`src/rtl/fetch_pkg.sv`:
```
// Shared widths, default bubble word and next-PC select encoding for the fetch stage.
package fetch_pkg;

    localparam int PC_W   = 32;
    localparam int INST_W = 32;

    // Instruction word written into IF/ID when a bubble is inserted
    localparam logic [INST_W-1:0] NOP_INST_DEFAULT = 32'h0000_0000;

    // Forces the two low bits of a byte address to zero (word alignment)
    localparam logic [PC_W-1:0] WORD_ALIGN_MASK = 32'hFFFF_FFFC;

    // Next-PC mux select
    typedef enum logic [1:0] {
        SEL_ADV  = 2'd0,
        SEL_HOLD = 2'd1,
        SEL_BR   = 2'd2,
        SEL_JMP  = 2'd3
    } fetch_sel_t;

endpackage

```
`src/rtl/fetch_pc_reg.sv`:
```
// Program counter: next-PC selection and the PC flop with async active-low reset.
// Also exports PC+4 so the stage shares one incrementer.
module fetch_pc_reg
    import fetch_pkg::*;
#(
    parameter logic [PC_W-1:0] RESET_PC = 32'h0000_0000
) (
    input  logic             clk,
    input  logic             rst_n,
    input  fetch_sel_t       sel,
    input  logic [PC_W-1:0]  br_target,
    input  logic [PC_W-1:0]  jmp_target,
    output logic [PC_W-1:0]  pc,
    output logic [PC_W-1:0]  pc_plus4
);

    // Reset PC is always word aligned regardless of the parameter's low bits
    localparam logic [PC_W-1:0] RESET_PC_ALIGNED = RESET_PC & WORD_ALIGN_MASK;

    logic [PC_W-1:0] pc_q;
    logic [PC_W-1:0] pc_d;

    // Wraps modulo 2^32 naturally
    assign pc_plus4 = pc_q + 32'd4;
    assign pc       = pc_q;

    // Next-PC mux; redirect targets are forced to word alignment
    always_comb begin
        pc_d = pc_q;
        case (sel)
            SEL_ADV:  pc_d = pc_plus4;
            SEL_HOLD: pc_d = pc_q;
            SEL_BR:   pc_d = br_target & WORD_ALIGN_MASK;
            SEL_JMP:  pc_d = jmp_target & WORD_ALIGN_MASK;
            default:  pc_d = pc_q;
        endcase
    end

    // PC register
    always_ff @(posedge clk or negedge rst_n) begin
        if (!rst_n) begin
            pc_q <= RESET_PC_ALIGNED;
        end else begin
            pc_q <= pc_d;
        end
    end

endmodule

```
`src/rtl/fetch_stage.sv`:
```
// Instruction-fetch stage: drives the fetch address from the PC, captures the
// returned instruction into IF/ID, and resolves stall / branch / jump requests.
// Optional feature macro: FETCH_PERF_EN adds saturating fetch and bubble counters.
module fetch_stage
    import fetch_pkg::*;
#(
    parameter logic [PC_W-1:0]   RESET_PC = 32'h0000_0000,
    parameter logic [INST_W-1:0] NOP_INST = NOP_INST_DEFAULT
) (
    input  logic              Clk,
    input  logic              Rst_n,
    output logic [PC_W-1:0]   Addr,
    input  logic [INST_W-1:0] Inst,
    input  logic              Stall,
    input  logic              Branch_Taken,
    input  logic [PC_W-1:0]   Branch_Target,
    input  logic              Jump,
    input  logic [PC_W-1:0]   Jump_Target,
    output logic [INST_W-1:0] IF_ID_Inst,
    output logic [PC_W-1:0]   IF_ID_PC4,
    output logic              IF_ID_Valid
`ifdef FETCH_PERF_EN
    ,
    output logic [31:0]       Fetch_Count,
    output logic [31:0]       Bubble_Count
`endif
);

    fetch_sel_t        sel;
    logic [PC_W-1:0]   pc;
    logic [PC_W-1:0]   pc_plus4;

    logic [INST_W-1:0] if_id_inst_q, if_id_inst_d;
    logic [PC_W-1:0]   if_id_pc4_q,  if_id_pc4_d;
    logic              if_id_valid_q, if_id_valid_d;

    // One action per edge: jump beats branch, any redirect beats stall
    always_comb begin
        sel = SEL_ADV;
        if (Jump) begin
            sel = SEL_JMP;
        end else if (Branch_Taken) begin
            sel = SEL_BR;
        end else if (Stall) begin
            sel = SEL_HOLD;
        end
    end

    fetch_pc_reg #(
        .RESET_PC (RESET_PC)
    ) u_pc_reg (
        .clk        (Clk),
        .rst_n      (Rst_n),
        .sel        (sel),
        .br_target  (Branch_Target),
        .jmp_target (Jump_Target),
        .pc         (pc),
        .pc_plus4   (pc_plus4)
    );

    // Fetch address is the PC with nothing else on the path
    assign Addr = pc;

    // IF/ID next state: bubble on redirect, hold on stall, capture on advance
    always_comb begin
        if_id_inst_d  = if_id_inst_q;
        if_id_pc4_d   = if_id_pc4_q;
        if_id_valid_d = if_id_valid_q;
        case (sel)
            SEL_BR, SEL_JMP: begin
                if_id_inst_d  = NOP_INST;
                if_id_valid_d = 1'b0;
            end
            SEL_ADV: begin
                if_id_inst_d  = Inst;
                if_id_pc4_d   = pc_plus4;
                if_id_valid_d = 1'b1;
            end
            default: begin
            end
        endcase
    end

    // IF/ID pipeline register
    always_ff @(posedge Clk or negedge Rst_n) begin
        if (!Rst_n) begin
            if_id_inst_q  <= NOP_INST;
            if_id_pc4_q   <= '0;
            if_id_valid_q <= 1'b0;
        end else begin
            if_id_inst_q  <= if_id_inst_d;
            if_id_pc4_q   <= if_id_pc4_d;
            if_id_valid_q <= if_id_valid_d;
        end
    end

    assign IF_ID_Inst  = if_id_inst_q;
    assign IF_ID_PC4   = if_id_pc4_q;
    assign IF_ID_Valid = if_id_valid_q;

`ifdef FETCH_PERF_EN
    logic [31:0] fetch_count_q, fetch_count_d;
    logic [31:0] bubble_count_q, bubble_count_d;

    // Saturating event counters: advances and redirect bubbles
    always_comb begin
        fetch_count_d  = fetch_count_q;
        bubble_count_d = bubble_count_q;
        if (sel == SEL_ADV && fetch_count_q != 32'hFFFF_FFFF) begin
            fetch_count_d = fetch_count_q + 32'd1;
        end
        if ((sel == SEL_BR || sel == SEL_JMP) && bubble_count_q != 32'hFFFF_FFFF) begin
            bubble_count_d = bubble_count_q + 32'd1;
        end
    end

    // Counter registers
    always_ff @(posedge Clk or negedge Rst_n) begin
        if (!Rst_n) begin
            fetch_count_q  <= '0;
            bubble_count_q <= '0;
        end else begin
            fetch_count_q  <= fetch_count_d;
            bubble_count_q <= bubble_count_d;
        end
    end

    assign Fetch_Count  = fetch_count_q;
    assign Bubble_Count = bubble_count_q;
`endif

endmodule

```
`config.mk`:
```
export PLATFORM = sky130hd
export DESIGN_NAME = fetch_stage
export DESIGN_NICKNAME = d
export VERILOG_FILES = /design/src/rtl/fetch_pkg.sv /design/src/rtl/fetch_pc_reg.sv /design/src/rtl/fetch_stage.sv
export SDC_FILE = /design/constraint.sdc
export NUM_CORES = 1
export LEC_CHECK = 0
export ABC_AREA = 1
export CAP_MARGIN = 25
export CORE_MARGIN = 5
export CORE_UTILIZATION = 45
export DETAILED_ROUTE_END_ITERATION = 16
export DONT_BUFFER_PORTS = 1
export GPL_TIMING_DRIVEN = 0
export SLEW_MARGIN = 15
export SYNTH_ARGS = -nofsm -noshare
export SYNTH_HDL_FRONTEND = slang
export SYNTH_SLANG_ARGS = --single-unit
```
`constraint.sdc`:
```
create_clock -name Clk -period 1.7 [get_ports Clk]
set_input_delay 0.255 -clock Clk [delete_from_list [all_inputs] [get_ports Clk]]
set_output_delay 0.255 -clock Clk [all_outputs]
set_load 0.02 [all_outputs]
```
* After elaboration in Yosys (flattened, before gate mapping)
Cells that the tools add are included.
** Storage, ports and cells
- RAM bits :: 0
- Input bits :: 101
- Bits in read-only memories :: 0
- Memories kept :: 0
- Bits in registers :: 97
- Latch bits :: 0
** Operators by class
- Reductions and logical operators :: 3
- Shift-type cells :: 0
- Bitwise operators :: 0
- Div/mod/pow operators :: 0
- Muxes and demuxes :: 6
- Eq/ne operators :: 3
- Add/sub/neg operators :: 1
- Multiply operators :: 0
- Magnitude comparators :: 0
** Operators by type and width (count)
- $pmux W32 S3 :: 1
- $pmux W32 S2 :: 1
- $add A32 B3 Y32 const B :: 1
- $eq A2 B2 Y1 const B :: 2
- $mux W2 :: 2
- $eq A2 B1 Y1 const B :: 1
- $logic_not A2 Y1 :: 1
- $pmux W1 S2 :: 1
- $reduce_bool A2 Y1 :: 1
- $reduce_or A2 Y1 :: 1
- $mux W1 :: 1

* Longest topological paths before layout
Gate-level depths: netlist (run 1).
- Depth after elaboration :: 6
- Mapped depth :: 9
- Gate-level depth less buffers :: 9

* By module
Synthesis (run 1) repeated with hierarchy kept, for this count alone.
** Second synthesis, totals
- Cells, all modules :: 684
- Area, all modules :: 5162.5 sq um
** Modules (own cells, without submodules)
- fetch_stage :: instances 1, area each 2632.5 sq um, cells an instance 288
- fetch_pc_reg :: instances 1, area each 2529.9 sq um, cells an instance 396

* Worst setup path before layout (run 1)
OpenSTA, ideal clock, no wires.
- Kind :: register to register
- From :: register u_pc_reg.pc_q[3], in the netlist u_pc_reg.pc[3]
- To :: register if_id_pc4_q[22], in the netlist IF_ID_PC4[22]
- Period minus slack after synthesis :: 1508 ps
- Buffers on the path :: 0
- Arrival :: 1388 ps
- Stages on the path, launching flop included :: 9
- Slack :: 192 ps
- Required time :: 1581 ps
- Cells stage by stage :: dfrtp_1 > ha_1 > inv_1 > nor2_2 > nand2_4 > nor2_4 > nand3_1 > nand3_1 > nand2_1
** Between the ends
- Cells in the longest elaborated chain, start to end :: 1
** Ends and longest elaborated chain
- start, declared :: line fetch_pc_reg.sv:20 : logic [PC_W-1:0] pc_q;
- start signal, assigned :: line fetch_pc_reg.sv:44 : pc_q <= pc_d;
- $add A32 B3 Y32 :: line fetch_pc_reg.sv:24 : assign pc_plus4 = pc_q + 32'd4;
- end signal, assigned :: line fetch_stage.sv:92 : if_id_pc4_q <= if_id_pc4_d;
- end, declared :: line fetch_stage.sv:34 : logic [PC_W-1:0] if_id_pc4_q, if_id_pc4_d;
Every way passes these cells.
A chain may end at the register's enable or synchronous reset.

* Final worst setup path (run 1)
- From :: register u_pc_reg.pc_q[14], in the netlist u_pc_reg.pc[14]
- To :: register u_pc_reg.pc_q[15], in the netlist u_pc_reg.pc[15]
** Between the ends
- Cells in the longest elaborated chain, start to end :: 2
** Ends and longest elaborated chain
- $add A32 B3 Y32 :: line fetch_pc_reg.sv:24
- $pmux W32 S3 :: line fetch_pc_reg.sv:30 : case (sel)
Every way passes these cells.

==> results of run 1 <==
==> metal layers <==
metal | vias to the layer above | track usage | wire (um) | share of wire
li1 | 1770 | - | - | -
met1 | 1718 | 0.271 | 5160 | 0.40
met2 | 146 | 0.321 | 6110 | 0.47
met3 | 16 | 0.0775 | 1400 | 0.11
met4 | 0 | 0.0552 | 206 | 0.016
met5 | - | 0 | 0 | 0
==> cell type report <==
cell class	instances	area (um^2)	area share
clock buffers	9	124	0.0244
inverters	29	109	0.0214
repair buffers	16	160	0.0315
well taps	133	166	0.0328
flip-flops and latches	93	2350	0.463
multi-input cells	368	1960	0.387
plain buffers	25	130	0.0256
clock inverters	6	72.6	0.0143
==> timing repair <==
item | in CTS | in global routing
resized for setup | 2 | 21
buffers inserted | 0 | 0
setup endpoints to repair | 14 | 39
endpoints found under the hold margin | 93 | 109
pin swaps | 0 | 2
==> registers in the layout (all words and copies together), names as in the netlist <==
register	cells
IF_ID_Inst	32
IF_ID_PC4	30
u_pc_reg.pc	30
IF_ID_Valid	1
==> power groups by stage <==
stage	registers, mW	logic, mW	clock network, mW
6_report	3.00	0.556	1.49
5_1_grt	3.05	0.630	1.62
4_1_cts	3.00	0.518	1.53
3_5_place_dp	3.04	0.517	0
3_3_place_gp	3.04	0.501	0
2_1_floorplan	2.94	0.425	0
==> synthesized netlist by cell type (all sizes together) <==
master,n
inv,29
buf,20
and2,1
o21ai,7
nand4,1
o22ai,1
a22oi,17
a21oi,14
clkbuf,5
ha,1
nand2,172
nor3,1
conb,1
o21bai,8
dfrtp,93
o211ai,1
a22o,45
xnor2,4
nand3,49
nor2,42
==> logic make-up after synthesis <==
family	Yosys count	share of synthesized area
flops	93	0.516
simple gates	266	0.264
compound gates	93	0.155
fa+ha+maj	1	0.00278
xor+xnor	4	0.00777
other cells	1	0.000832
buf+inv	54	0.0530
==> stage by stage <==
stage	worst slack (ns)	setup TNS, ns
after global placement	-0.0418	-0.249
after detailed placement	-0.0695	-0.606
after global routing	0.000844	0
after CTS	0.00172	0
final	0.0920	0
after floorplan	0.192	0
==> path summary, 6_finish.rpt <==
kind | to | cells past startpoint | slack (ns) | start
setup / recovery | u_pc_reg.pc[15]$_DFFE_PN0P_ | 7 | 0.09 | u_pc_reg.pc[14]$_DFFE_PN0P_
hold / removal | IF_ID_PC4[20]$_DFFE_PN0P_ | 0 | -0.42 | Rst_n
setup reg to reg | u_pc_reg.pc[15]$_DFFE_PN0P_ | 7 | 0.09 | u_pc_reg.pc[14]$_DFFE_PN0P_
hold reg to reg | u_pc_reg.pc[22]$_DFFE_PN0P_ | 2 | 0.63 | u_pc_reg.pc[22]$_DFFE_PN0P_
max in group asynchronous | u_pc_reg.pc[7]$_DFFE_PN0P_ | 0 | 1.97 | Rst_n
min in group Clk | IF_ID_Inst[11]$_DFFE_PN0P_ | 1 | 0.02 | Inst[11]
==> impl_results.md, run 1 <==
- Status: complete, but fails checks
- Failing checks: hold timing
- Io pins: 198
- Crit-path max FO: 6
- DR pass1 iterations: 4
- # rows: 36
- RePlAce Congestion: 0.867
- Die area: 0.0121 mm^2
- Die Y: 110 um
- Clk network pwr share: 0.295
- Slowest stage delay, CP: 0.55 ns
- Vias post-DR: 3650
- Worst setup EP type: flop
- Fmax: 0.622 GHz
- Worst slew margin: 0.638
- Most frequent cells in the layout: nand2_1, dfrtp_1, nand3_1
- Starting Density: 0.461
- Register area share after synthesis: 0.516
- Combinational Power Share: 0.110
- Synth warn: 0
- Antenna Cells: 0
- CTS root buffer: clkbuf_8
- Delay-heaviest family, CP: simple AND/OR/NAND/NOR gates
- Max Clock Skew: 0.0141 ns
- Largest net degree at the start of global routing: 94
- Post-Route WL: 12900 um
- Cell area after synthesis: 0.00451 mm^2
- Crit path cell chain: nand2_1 -> nor2_1 -> nand2_1 -> nor2_4 -> nand2_1 -> nand3_1 -> nand3_1
- Final setup viols: 0
- Yosys top cell area share: 0.516
- CP max stage cell: dfrtp_1
- Clk Latency, worst-skew pair: 0.37 ns
- Avg Vias per Cell: 5.38
- Residual DRC: 0
- Mapped Cells: 512
- Synth area leaders: dfrtp_1, nand2_1, a22o_1
- Synth unique cells: 29
- Cell Area, Placed: 0.00468 mm^2
- Synth area leader: dfrtp_1
- WP data required: 1.94 ns
- Worst setup SP type: flop
- Die width: 110 um
- Maxcap violations: 0
- Total power: 5.04 mW
- Final period utilization: 0.946
- CTS tree: built
- Worst path bufs/invs: 0
- Critical Path Most Common Cell: nand2_1
- Total gr overflow: 0
- Total CTS buffers: 9
- Crit path time final: 1.61 ns
- FF+latch count, synth: 93
- Fill count: 968
- Post-DP HPWL: 9710 um
- Routed length per instance: 19.0 um
- CTS HTree Levels: 3
- P_sw: 1.67 mW
- Nets: 644
- Fraction of layout instances using a drive strength above 1: 0.156
- Internal power: 3.38 mW
- GRT Util Overall: 0.206
- Core Util, Final: 0.520
- PD cells: 993 mW/mm^2
- Num Clock Sinks: 93
- Commonest non-fill, non-tap cell in the layout: nand2_1
- Antenna-violating nets left: 0
- Sw Share: 0.330
- Final instance area: 0.00508 mm^2
- Area delta synth->final: 12.7%
- First-pass GRT wire length: 18800 um
- Unrepaired setup endpoints after global routing: no
- Placed cells: 648
- Non-filler instance count after layout: 679
- Pleak: 2.42 nW
- Worst hold path class: in2async
- Clock slew at reported path FFs: 0.09 ns
- Hold Vio Cnt, Final: 93
- Buffers on Ports: 0
- Iter 0 DRT Violations: 258
- Tightest Pin Transition: 0.543 ns
- Clk buf depth: 2
- WS Path Type: reg2reg
- CP arrival: 1.85 ns
- Worst Hold Slack: -0.418 ns
- Max-slew violations: 0
- Vias in the first global route: 3592
- Sequential Power Share: 0.595
- Core area: 0.00977 mm^2
- VDD IR max: 498 uV
- Initial antenna violation count: 0
- Mapped Avg Cell Area: 8.80 um^2
(Power assumes the default switching activity.)
==> run 2, diff against run 1 <==
--- a/config.mk
+++ b/config.mk
@@ -11,7 +11,9 @@
 export CORE_UTILIZATION = 45
 export DETAILED_ROUTE_END_ITERATION = 16
 export DONT_BUFFER_PORTS = 1
+export GPL_ROUTABILITY_DRIVEN = 0
 export GPL_TIMING_DRIVEN = 0
+export PLACE_DENSITY = 0.59
 export SLEW_MARGIN = 15
 export SYNTH_ARGS = -nofsm -noshare
 export SYNTH_HDL_FRONTEND = slang
==> run 2 against run 1 <==
  * The run still ends with hold timing left
  * Clock skew decreased by 0.0033 ns
  * Utilization is 1.4 points higher
  * Critical path type unchanged
  * Power rose by 1.2%
  * Clock power barely moved
  * Sequential cell count unchanged
  * Worst hold slack worse by 0.012 ns
  * Routed wire length up 2.0%
  * Combinational power up 5.2%
  * Design area up 2.7%
  * Count of clock-buffer cells in the layout did not move
  * Register-to-register slack barely moved
  * Critical path depth is the same
==> impl_results.md, run 2 (synthesis gave the netlist of run 1 again) <==
- Dpl ws: -0.0780 ns
- Hold Vio Cnt, Final: 93
- Worst setup SP type: flop
- Worst r2r path cells: 7
- Delay-heaviest family, CP: simple AND/OR/NAND/NOR gates
- Largest net degree at the start of global routing: 94
- Cell Area, Placed: 0.00468 mm^2
- # rows: 36
- Reg-to-reg slack, setup: 0.11 ns
- Avg Vias per Cell: 5.44
- Area delta synth->final: 15.7%
- CP max stage cell: dfrtp_1
- Max FFs per register: 32
- Total gr overflow: 0
- Failing checks: hold timing
- Total CTS buffers: 9
- Core Util, Final: 0.534
- Crit path time final: 1.59 ns
- Sequential Power Share: 0.588
- Clk Latency, worst-skew pair: 0.37 ns
- Worst path bufs/invs: 0
- CTS HTree Levels: 3
- P_sw: 1.71 mW
- First-pass GRT wire length: 19400 um
- WP data required: 1.94 ns
- DR pass1 iterations: 4
- Worst setup EP type: flop
- CP arrival: 1.84 ns
- Worst hold path class: in2async
- Clk buf depth: 2
- Non-filler instance count after layout: 693
- Placed cells: 648
- Pleak: 2.49 nW
- Antenna Cells: 0
- Die Y: 110 um
- VDD IR max: 399 uV
- Die width: 110 um
- Tightest Pin Transition: 0.559 ns
- Most frequent cells in the layout: nand2_1, dfrtp_1, nand3_1
- Crit path to: u_pc_reg.pc[17]$_DFFE_PN0P_
- Fmax: 0.627 GHz
- Final setup viols: 0
- GRT Util Overall: 0.212
- R2r startpoint: u_pc_reg.pc[10]$_DFFE_PN0P_
- Post-Route WL: 13100 um
- Post-DP HPWL: 9560 um
- Fill count: 969
- Combinational Power Share: 0.115
- Vias in the first global route: 3741
- Total power: 5.11 mW
- Clk network pwr share: 0.298
- Post-route setup TNS: 0 ns
- Clock slew at reported path FFs: 0.09 ns
- Max-slew violations: 0
- Internal power: 3.40 mW
- CTS root buffer: clkbuf_8
- Iter 0 DRT Violations: 225
- Crit path cell chain: nand2_2 -> nor2_2 -> nand2_2 -> nor2_4 -> nand2_1 -> nand3_1 -> nand3_1
- Starting Density: 0.461
- Max Clock Skew: 0.0108 ns
- Area occupied by multi-input gates: 0.00196 mm^2
- Final instance area: 0.00522 mm^2
- Core area: 0.00977 mm^2
- R2R Path End: u_pc_reg.pc[17]$_DFFE_PN0P_
- Buffers on Ports: 0
- Critical Path Start: u_pc_reg.pc[10]$_DFFE_PN0P_
- Residual DRC: 0
- Vias post-DR: 3771
- Slowest stage delay, CP: 0.58 ns
- PD cells: 979 mW/mm^2
- Nets: 658
- Status: complete, but fails checks
- CTS tree: built
- Crit-path max FO: 5
- Antenna-violating nets left: 0
- Commonest non-fill, non-tap cell in the layout: nand2_1
- Sw Share: 0.334
- Storage element area: 0.00235 mm^2
- Fraction of layout instances using a drive strength above 1: 0.146
- Crit path depth: 7
- Io pins: 198
- Routed length per instance: 19.0 um
- Worst Hold Slack: -0.431 ns
- Worst slew margin: 0.627
- Initial antenna violation count: 0
- Maxcap violations: 0
- Num Clock Sinks: 93
- Die area: 0.0121 mm^2
- WS Path Type: reg2reg
- Final WS setup: 0.106 ns
- Final period utilization: 0.938
-- run 2: metal layers --
metal  share of wire  GRT usage
met5               0          0
met2            0.49      0.345
met1            0.40      0.261
met4           0.015     0.0543
met3           0.093     0.0879
-- run 2: worst min path at each step --
stage,slack [ns],cells past startpoint,to
after floorplan,-0.04,0,IF_ID_Inst[0]$_DFFE_PN0P_
after global placement,-0.04,0,IF_ID_PC4[20]$_DFFE_PN0P_
after detailed placement,-0.04,0,u_pc_reg.pc[20]$_DFFE_PN0P_
after CTS,-0.45,0,IF_ID_Inst[4]$_DFFE_PN0P_
after global routing,-0.47,0,IF_ID_Inst[1]$_DFFE_PN0P_
final,-0.43,0,u_pc_reg.pc[20]$_DFFE_PN0P_
-- run 2: what timing repair did --
| action | CTS | global route |
|---|---|---|
| buffers inserted | 0 | 0 |
| hold buffers | 19 | 11 |
| setup endpoints to repair | 14 | 31 |
| gates resized for setup | 3 | 17 |
| gates cloned | 0 | 0 |
| endpoints found under the hold margin | 112 | 104 |
-- run 2: power by group through the flow --
stage / Clock (mW) / Sequential, mW / Combinational [mW]
after global routing: 1.65 / 3.05 / 0.662
after detailed placement: 0 / 3.04 / 0.517
after floorplan: 0 / 2.94 / 0.425
after global placement: 0 / 3.04 / 0.503
final: 1.52 / 3.00 / 0.585
after CTS: 1.56 / 3.00 / 0.558
-- run 2: final cells by class --
| class | instances | share of cell area |
|---|---|---|
| Multi-Input combinational cell | 368 | 0.377 |
| Timing Repair Buffer | 30 | 0.0576 |
| Clock inverter | 6 | 0.0137 |
| Buffer | 25 | 0.0250 |
| Inverter | 29 | 0.0209 |
| Clock buffer | 9 | 0.0238 |
| Tap cell | 133 | 0.0319 |
| Sequential cell | 93 | 0.451 |
==> run 3, diff against run 2 <==
--- a/config.mk
+++ b/config.mk
@@ -14,6 +14,7 @@
 export GPL_ROUTABILITY_DRIVEN = 0
 export GPL_TIMING_DRIVEN = 0
 export PLACE_DENSITY = 0.59
+export REMOVE_ABC_BUFFERS = 1
 export SLEW_MARGIN = 15
 export SYNTH_ARGS = -nofsm -noshare
 export SYNTH_HDL_FRONTEND = slang
==> run 3 against run 2 <==
  * Via count shrank 2.4%
  * Utilization decreased by 0.52 points
  * Largest cell class unchanged
  * Non-clock buffer count decreased by 22
  * The run still ends with hold timing left
  * Count of clock-buffer cells in the layout unchanged
  * Highest routed layer unchanged
  * Sequential power hardly changed
  * Routed wire length down 3.8%
  * Fmax grew 2.7%
  * Critical path depth is 1 higher
  * Clock power fell by 5%
  * Clock skew grew 0.010 ns
  * Die area is the same
  * First-iteration DRC count grew 12%
==> impl_results.md, run 3 (synthesis gave the netlist of run 1 again) <==
- Antenna Cells: 0
- Worst setup SP type: flop
- CP max stage cell: dfrtp_2
- R2r startpoint: u_pc_reg.pc[3]$_DFFE_PN0P_
- Core area: 0.00977 mm^2
- Crit-path max FO: 7
- Clock slew at reported path FFs: 0.11 ns
- PD cells: 968 mW/mm^2
- First-pass GRT wire length: 19000 um
- Pleak: 2.42 nW
- Worst Hold Slack: -0.438 ns
- CP arrival: 1.80 ns
- # rows: 36
- Hold Vio Cnt, Final: 93
- Routed length per instance: 18.8 um
- VDD IR max: 501 uV
- Die area: 0.0121 mm^2
- Area delta synth->final: 14.6%
- Tightest Pin Transition: 0.626 ns
- Most frequent cells in the layout: nand2_1, dfrtp_1, nand3_1
- Nets: 636
- Starting Density: 0.461
- WS Path Type: reg2reg
- Crit path cell chain: ha_4 -> inv_1 -> nor2_2 -> nand2_4 -> buf_4 -> xnor2_1 -> nand2_1 -> nand3_1
- WP data required: 1.95 ns
- Total gr overflow: 0
- Total CTS buffers: 9
- Fmax: 0.644 GHz
- Io pins: 198
- Failing checks: hold timing
- Vias in the first global route: 3763
- Worst setup EP type: flop
- Commonest non-fill, non-tap cell in the layout: nand2_1
- Largest net degree at the start of global routing: 94
- Max Clock Skew: 0.0208 ns
- Critical Path Start: u_pc_reg.pc[3]$_DFFE_PN0P_
- Antenna-violating nets left: 0
- Post-DP HPWL: 8760 um
- Worst slew margin: 0.582
- DR pass1 iterations: 4
- Final setup viols: 0
- CTS root buffer: clkbuf_8
- Status: complete, but fails checks
- Die width: 110 um
- Clk buf depth: 2
- Crit path time final: 1.55 ns
- Max-slew violations: 0
- Slowest stage delay, CP: 0.49 ns
- CTS tree: built
- Num Clock Sinks: 93
- GRT Util Overall: 0.204
- Clk Latency, worst-skew pair: 0.37 ns
- Post-Route WL: 12600 um
- Initial antenna violation count: 0
- Unrepaired setup endpoints after global routing: no
- Die Y: 110 um
- Maxcap violations: 0
- Worst r2r path cells: 8
- Residual DRC: 0
- Avg Vias per Cell: 5.47
- Final period utilization: 0.914
- Post-route setup TNS: 0 ns
- Max FFs per register: 32
- Fraction of layout instances using a drive strength above 1: 0.128
- CTS HTree Levels: 3
- Vias post-DR: 3679
- Worst hold path class: in2async
- Buffers on Ports: 0
- Iter 0 DRT Violations: 251
-- run 3: changes by cell type in the layout (fill, tap and decap cells not counted), moves of 2 or more --
cell           change
buf_4              -3
buf_16             +2
inv_6              +3
dlygate4sd3_1      -3
nor2_4             +2
buf_2             -14
clkbuf_1           -5
dfrtp_2            -2
dfrtp_1            +2
-- run 3: path summary, 6_finish.rpt --
path                       slack [ns]                           to
min                             -0.44   IF_ID_Inst[29]$_DFFE_PN0P_
min reg2reg                      0.63      IF_ID_Valid$_DFFE_PN0P_
min in group Clk                 0.02   IF_ID_Inst[17]$_DFFE_PN0P_
max                              0.15  u_pc_reg.pc[10]$_DFFE_PN0P_
max reg2reg                      0.15  u_pc_reg.pc[10]$_DFFE_PN0P_
max in group asynchronous        2.02   u_pc_reg.pc[6]$_DFFE_PN0P_
-- run 3: final cells by class --
cell class / count / area, um^2
Clock buffer: 9 / 124
Clock inverter: 7 / 65.1
Fill cell: 949 / 4610
Inverter: 29 / 109
Multi-Input combinational cell: 368 / 1980
Sequential cell: 93 / 2350
Tap cell: 133 / 166
Timing Repair Buffer: 33 / 375
-- run 3: per-layer routing --
layer | global-route usage | up-vias | share of wire
li1 | - | 1752 | -
met1 | 0.256 | 1779 | 0.42
met2 | 0.327 | 130 | 0.48
met3 | 0.0658 | 18 | 0.082
met4 | 0.0784 | 0 | 0.019
met5 | 0 | - | 0
-- run 3: stage by stage --
| stage | setup WS [ns] | area, um^2 | std cells | total power, mW | utilization |
|---|---|---|---|---|---|
| after floorplan | -0.331 | 4390 | 490 | 3.33 | - |
| after global placement | -1.16 | 4550 | 623 | 3.50 | 0.466 |
| after detailed placement | -0.127 | 4630 | 626 | 3.53 | 0.474 |
| after CTS | 0.00265 | 5050 | 665 | 5.04 | 0.517 |
| after global routing | 0.00162 | 5160 | 672 | 5.26 | 0.528 |
| final | 0.147 | 5160 | 672 | 5.00 | 0.528 |
-- run 3: power breakdown --
group | leakage [nW] | internal [mW] | total (mW) | switching (mW)
Clock | 0.0978 | 0.566 | 1.44 | 0.872
Combinational | 1.15 | 0.264 | 0.564 | 0.300
Sequential | 1.18 | 2.44 | 3.00 | 0.555
-- run 3: worst max-delay path: cells and delay by family (launching register included) --
kind                     cells  cell delay, ns
flip-flops                   1            0.49
AND/OR/NAND/NOR              4            0.42
buffers and inverters        2            0.22
adder cells (fa/ha/maj)      1            0.19
XOR/XNOR                     1            0.11
-- run 3: timing repair --
| item | in CTS | in global routing |
|---|---|---|
| cloned | 0 | 0 |
| endpoints found under the setup margin | 14 | 30 |
| hold endpoints to repair | 116 | 97 |
| gates resized for setup | 2 | 19 |
| hold buffers | 23 | 4 |
| pin swaps | 0 | 3 |
| setup buffers | 0 | 2 |
